`src/rtl/bta_trunc_pkg.sv`:
```
// Shared FSM state encoding and truncation-depth clamp for the truncated burst accumulator.
package bta_trunc_pkg;

  localparam logic [1:0] ST_IDLE  = 2'd0;
  localparam logic [1:0] ST_ACCUM = 2'd1;
  localparam logic [1:0] ST_DONE  = 2'd2;

  // Requested depths above the synthesised maximum fall back to the maximum.
  function automatic int nab_clamp(input int nab, input int nab_max);
    return (nab > nab_max) ? nab_max : nab;
  endfunction

endpackage

```
`src/rtl/bta_trunc_core.sv`:
```
// Combinational adder that ignores the low n bits of both operands; carry is the
// carry out of the remaining upper field, and the low n bits of sum are always zero.
module bta_trunc_core #(
  parameter int BWOP = 10,
  parameter int NW   = 3
) (
  input  logic [BWOP-1:0] a,
  input  logic [BWOP-1:0] b,
  input  logic [NW-1:0]   n,
  output logic [BWOP-1:0] sum,
  output logic            carry
);

  logic [BWOP-1:0] mask;

  assign mask         = {BWOP{1'b1}} << n;
  assign {carry, sum} = {1'b0, a & mask} + {1'b0, b & mask};

endmodule

```
`src/rtl/bta_trunc_acc.sv`:
```
// Burst accumulator with runtime low-bit truncation; result valid one cycle after the last beat,
// held until out_ready. Build with BTA_TRUNC_ACC_SAT_EN to saturate instead of wrap on carry out.
module bta_trunc_acc
  import bta_trunc_pkg::*;
#(
  parameter int BWOP    = 10,
  parameter int NAB_MAX = 4,
  parameter int LEN_W   = 8
) (
  input  logic                         clk,
  input  logic                         rst,
  input  logic [$clog2(NAB_MAX+1)-1:0] nab_cfg,
  input  logic [LEN_W-1:0]             len_cfg,
  input  logic                         in_valid,
  output logic                         in_ready,
  input  logic [BWOP-1:0]              in_data,
  output logic                         out_valid,
  input  logic                         out_ready,
  output logic [BWOP-1:0]              out_sum,
  output logic                         out_ovf,
  output logic                         busy
);

  localparam int NW = $clog2(NAB_MAX+1);

  logic [1:0]       state;
  logic [BWOP-1:0]  acc;
  logic [LEN_W-1:0] cnt;
  logic [LEN_W-1:0] len_q;
  logic [NW-1:0]    n_q;
  logic             ovf;

  logic             accept;
  logic [NW-1:0]    n_first;
  logic [LEN_W-1:0] len_first;
  logic [LEN_W-1:0] cnt_nx;
  logic [BWOP-1:0]  add_a;
  logic [NW-1:0]    add_n;
  logic [BWOP-1:0]  add_sum;
  logic             add_carry;
  logic [BWOP-1:0]  sat_val;

  assign accept    = in_valid && in_ready;
  assign n_first   = NW'(nab_clamp(int'(nab_cfg), NAB_MAX));
  assign len_first = (len_cfg == '0) ? LEN_W'(1) : len_cfg;
  assign cnt_nx    = cnt + LEN_W'(1);
  assign sat_val   = {BWOP{1'b1}} << n_q;

  // The first beat reuses the adder with a zero addend, which yields the truncated load value.
  assign add_a = (state == ST_IDLE) ? '0 : acc;
  assign add_n = (state == ST_IDLE) ? n_first : n_q;

  bta_trunc_core #(
    .BWOP (BWOP),
    .NW   (NW)
  ) u_core (
    .a     (add_a),
    .b     (in_data),
    .n     (add_n),
    .sum   (add_sum),
    .carry (add_carry)
  );

  assign in_ready  = !rst && (state != ST_DONE);
  assign out_valid = (state == ST_DONE);
  assign busy      = (state != ST_IDLE);
  assign out_sum   = acc;
  assign out_ovf   = ovf;

  always_ff @(posedge clk or posedge rst) begin
    if (rst) begin
      state <= ST_IDLE;
      acc   <= '0;
      cnt   <= '0;
      len_q <= '0;
      n_q   <= '0;
      ovf   <= 1'b0;
    end else begin
      case (state)
        ST_IDLE: begin
          if (accept) begin
            acc   <= add_sum;
            n_q   <= n_first;
            len_q <= len_first;
            cnt   <= LEN_W'(1);
            ovf   <= 1'b0;
            state <= (len_first == LEN_W'(1)) ? ST_DONE : ST_ACCUM;
          end
        end
        ST_ACCUM: begin
          if (accept) begin
            cnt <= cnt_nx;
            ovf <= ovf | add_carry;
`ifdef BTA_TRUNC_ACC_SAT_EN
            // Once the burst has overflowed the accumulator stays pinned at the ceiling.
            acc <= (ovf || add_carry) ? sat_val : add_sum;
`else
            acc <= add_sum;
`endif
            if (cnt_nx == len_q) state <= ST_DONE;
          end
        end
        ST_DONE: begin
          if (out_ready) state <= ST_IDLE;
        end
        default: state <= ST_IDLE;
      endcase
    end
  end

endmodule

```
`config.mk`:
```
export PLATFORM = sky130hd
export DESIGN_NAME = bta_trunc_acc
export DESIGN_NICKNAME = d
export VERILOG_FILES = /design/src/rtl/bta_trunc_pkg.sv /design/src/rtl/bta_trunc_core.sv /design/src/rtl/bta_trunc_acc.sv
export SDC_FILE = /design/constraint.sdc
export NUM_CORES = 1
export LEC_CHECK = 0
export CORE_MARGIN = 1
export CORE_UTILIZATION = 57
export DETAILED_ROUTE_END_ITERATION = 16
export HOLD_SLACK_MARGIN = 0.15
export PLACE_DENSITY = 0.87
export SYNTH_ARGS = -nofsm -noshare
export SYNTH_HDL_FRONTEND = slang
export SYNTH_HIERARCHICAL = 1
export SYNTH_SLANG_ARGS = --single-unit
```
`constraint.sdc`:
```
create_clock -name clk -period 8.45 [get_ports clk]
set_clock_uncertainty 0.2 [all_clocks]
set_input_delay 1.69 -clock clk [delete_from_list [all_inputs] [get_ports clk]]
set_output_delay 1.69 -clock clk [all_outputs]
set_load 0.02 [all_outputs]
```
==> flow_metrics.env <==
export IMPL_synth_cell_types=44
export IMPL_grt_pass1_wl_mm=8.69
export IMPL_drc=0
export IMPL_wire_per_inst_um=14.6
export IMPL_synth_seq_cells=32
export IMPL_synth_top_area_frac=0.354
export IMPL_via_count=1976
export IMPL_total_power_mw=1.05
export IMPL_synth_main_ff_cell="dfrtp_1"
export IMPL_yosysMostFrequentCell="nand2_1"
export IMPL_synth_area_per_cell_um2=8.79
export IMPL_regToRegSetupSlack_ns=4.59
export IMPL_worstReg2RegStart="state[1]"
export IMPL_final_max_slew_viol_count=0
export IMPL_port_buffers=38
export IMPL_synth_area_leaders="dfrtp_1 (35%), nand2_1 (7.5%), ha_1 (6.1%), and2_1 (5.0%), mux2_2 (5.0%)"
export IMPL_gp_congestion=0.857
export IMPL_fin_hold_ws_ns=0.279
export IMPL_hp_start="n_q[2]"
export IMPL_startpoint_type="input pin"
export IMPL_placed_area_mm2=0.00269
export IMPL_drt_iter0_drc=91
export IMPL_tns_ns=0
export IMPL_drive_gt1_frac=0.0933
export IMPL_die_x_um=65.0
export IMPL_drv_cap=0
export IMPL_path_class="input pin to flip-flop"
export IMPL_die_h_um=65.0
export IMPL_max_freq_mhz=204
export IMPL_syn_nets=294
export IMPL_netlist_area_mm2=0.00226
export IMPL_min_period_ns=4.90
export IMPL_critPathTopFamily="compound AO/OA/AOI/OAI gates"
export IMPL_critPathMaxStageDelay_ns=0.57
export IMPL_grt_usage=0.271
export IMPL_wirelength_mm=5.08
export IMPL_async_reset_ff_frac=1.00
export IMPL_dr_pass1_iters=4
export IMPL_r2r_end="out_ovf"
export IMPL_grt_overflow_total=0
export IMPL_hold_viol=0
export IMPL_cp_required_ns=8.39
export IMPL_hold_path_end="n_q[2]"
export IMPL_hold_path_cell_count=2
export IMPL_cts_tree="done"
export IMPL_root_buffer="clkbuf_8"
export IMPL_critPathBufInv=2
export IMPL_die_area_mm2=0.00422
export IMPL_cts_htree_levels=2
export IMPL_worstPathMaxFanout=7
export IMPL_area_growth_pct=23.2
export IMPL_cp_end_kind="flip-flop"
export IMPL_power_density_mw_per_mm2=376
export IMPL_viasPerCell=5.68
export IMPL_clk_pin_slew_ns=0.07
export IMPL_cp_depth=15
export IMPL_status="complete, no violations"
export IMPL_setup_violations=0
export IMPL_hpwl_mm=3.72
export IMPL_numClockSinks=32
export IMPL_clkLatencyLatePin_ns=0.28
export IMPL_synth_edff_count=0
export IMPL_synth_top_cell_by_area="dfrtp_1"
export IMPL_cts_setup_buffers=0
export IMPL_start_util=0.604
export IMPL_ant_nets=0
export IMPL_fillers=285
export IMPL_tightest_slew_ns=0.834
export IMPL_crit_chain="clkdlybuf4s50_1 -> nand2b_1 -> o21ai_0 -> nor3_1 -> and2_1 -> ha_1 -> inv_1 -> fa_1 -> nand2b_2 -> a21oi_2 -> a2111oi_4 -> o21ai_1 -> a21o_1 -> a21oi_1 -> nor2_1"
export IMPL_rows=22
export IMPL_clock_path_buffers=2
export IMPL_cts_inserted_buffers=5
export IMPL_coreArea_mm2=0.00374
export IMPL_hold_buffers=0
export IMPL_p_leak_nw=1.19
export IMPL_ioPinCount=39
export IMPL_nets=336
export IMPL_final_area_mm2=0.00278
export IMPL_reg2reg_depth=15
export IMPL_synthesis_instances=257
export IMPL_n_antenna_cell=0
export IMPL_yosysSeqAreaShare=0.354
export IMPL_slew_headroom=0.442
export IMPL_antenna_found_initial=0
export IMPL_synth_common_cells="nand2_1 (45), dfrtp_1 (32), o21ai_0 (19), and2_1 (18), nor2_1 (16)"
export IMPL_grt_max_degree=33
export IMPL_post_cts_resized=0
export IMPL_peakVddDrop_mv=0.289
export IMPL_slowest_stage="o21ai_0"
export IMPL_post_route_period_util=0.580
export IMPL_grt_pass1_vias=1897
export IMPL_ys_warnings_count=6
export IMPL_hp_class="flip-flop to flip-flop"
export IMPL_crit_arrival_ns=4.84
export IMPL_rsz0062_at_grt="false"
==> layout by cell type (no fill, tap or decap), types with 3 or more instances in the layout <==
| cell type | netlist | routed |
|---|---|---|
| xnor2_1 | 12 | 12 |
| dfrtp_1 | 32 | 32 |
| o21ai_0 | 19 | 19 |
| mux2_2 | 10 | 10 |
| nand2b_1 | 6 | 6 |
| nor2b_1 | 5 | 5 |
| nand3_1 | 7 | 7 |
| xor2_1 | 6 | 6 |
| clkbuf_8 | 0 | 6 |
| ha_1 | 11 | 11 |
| inv_1 | 13 | 13 |
| nor3_1 | 3 | 3 |
| a22o_1 | 4 | 4 |
| and3_1 | 3 | 3 |
| nor2_1 | 16 | 16 |
| nand2_1 | 45 | 45 |
| a21o_1 | 3 | 3 |
| a21oi_1 | 9 | 9 |
| a21oi_2 | 3 | 3 |
| clkdlybuf4s50_1 | 0 | 38 |
| and2_1 | 18 | 18 |
==> metal layers <==
layer	global-route usage	wire length (µm)	vias to the layer above
li1	-	-	974
met1	0.382	2450	924
met2	0.408	2260	64
met3	0.0511	251	14
met4	0.106	115	0
met5	0	0	-
==> worst register-to-register path: stages (launching register included) <==
cell       delay, ns
dfrtp_1         0.43
nor2_1          0.21
inv_1           0.27
o21ai_0         0.66
nor3_1          0.14
and2_1          0.21
ha_1            0.23
inv_1           0.08
fa_1            0.20
nand2b_2        0.14
a21oi_2         0.07
a2111oi_4       0.37
o21ai_1         0.13
a21o_1          0.19
a21oi_1         0.13
nor2_1          0.05
==> layout make-up <==
class | instances | area (µm²) | area share
multi-input cells | 207 | 1390 | 0.499
flip-flops and latches | 32 | 801 | 0.288
repair buffers | 40 | 395 | 0.142
clock buffers | 8 | 90.1 | 0.0324
well taps | 48 | 60.1 | 0.0216
inverters | 13 | 48.8 | 0.0175
==> worst max-delay path by stage <==
stage,startpoint,endpoint
CTS,nab_cfg[2],out_ovf
global route,nab_cfg[2],out_ovf
floorplan,nab_cfg[2],out_sum[8]
finish,nab_cfg[2],out_ovf
global placement,nab_cfg[2],out_sum[8]
detailed placement,nab_cfg[2],out_ovf
==> sequential cells by signal (all words and copies together) (netlist names) <==
name     flops
cnt          8
state        2
len_q        8
out_ovf      1
out_sum     10
n_q          3
==> where the power goes <==
group	leakage [nW]	switching (mW)	total [mW]	internal (mW)
registers	0.399	0.0525	0.265	0.212
clock network	0.0455	0.0561	0.123	0.0664
logic	0.749	0.347	0.659	0.312
total	1.19	0.456	1.05	0.591
==> metrics by stage <==
stage | worst slack (ns) | utilization | instances
after global placement | 3.53 | 0.720 | 340
after global routing | 3.37 | 0.744 | 348
after CTS | 3.63 | 0.744 | 348
after detailed placement | 3.39 | 0.720 | 340
final | 3.55 | 0.744 | 348
after floorplan | 4.17 | - | 257
==> kinds of logic (layout without fill, tap and decap cells) <==
kind of cell	count (synthesis)	in the layout	share of synthesized area
XOR/XNOR	18	18	0.0698
adder cells (fa/ha/maj)	12	12	0.0698
multiplexers	10	10	0.0498
AO/OA/AOI/OAI	56	56	0.183
buffers and inverters	18	61	0.0310
AND/OR/NAND/NOR	111	111	0.242
flip-flops	32	32	0.354
(Power assumes the default switching activity.)
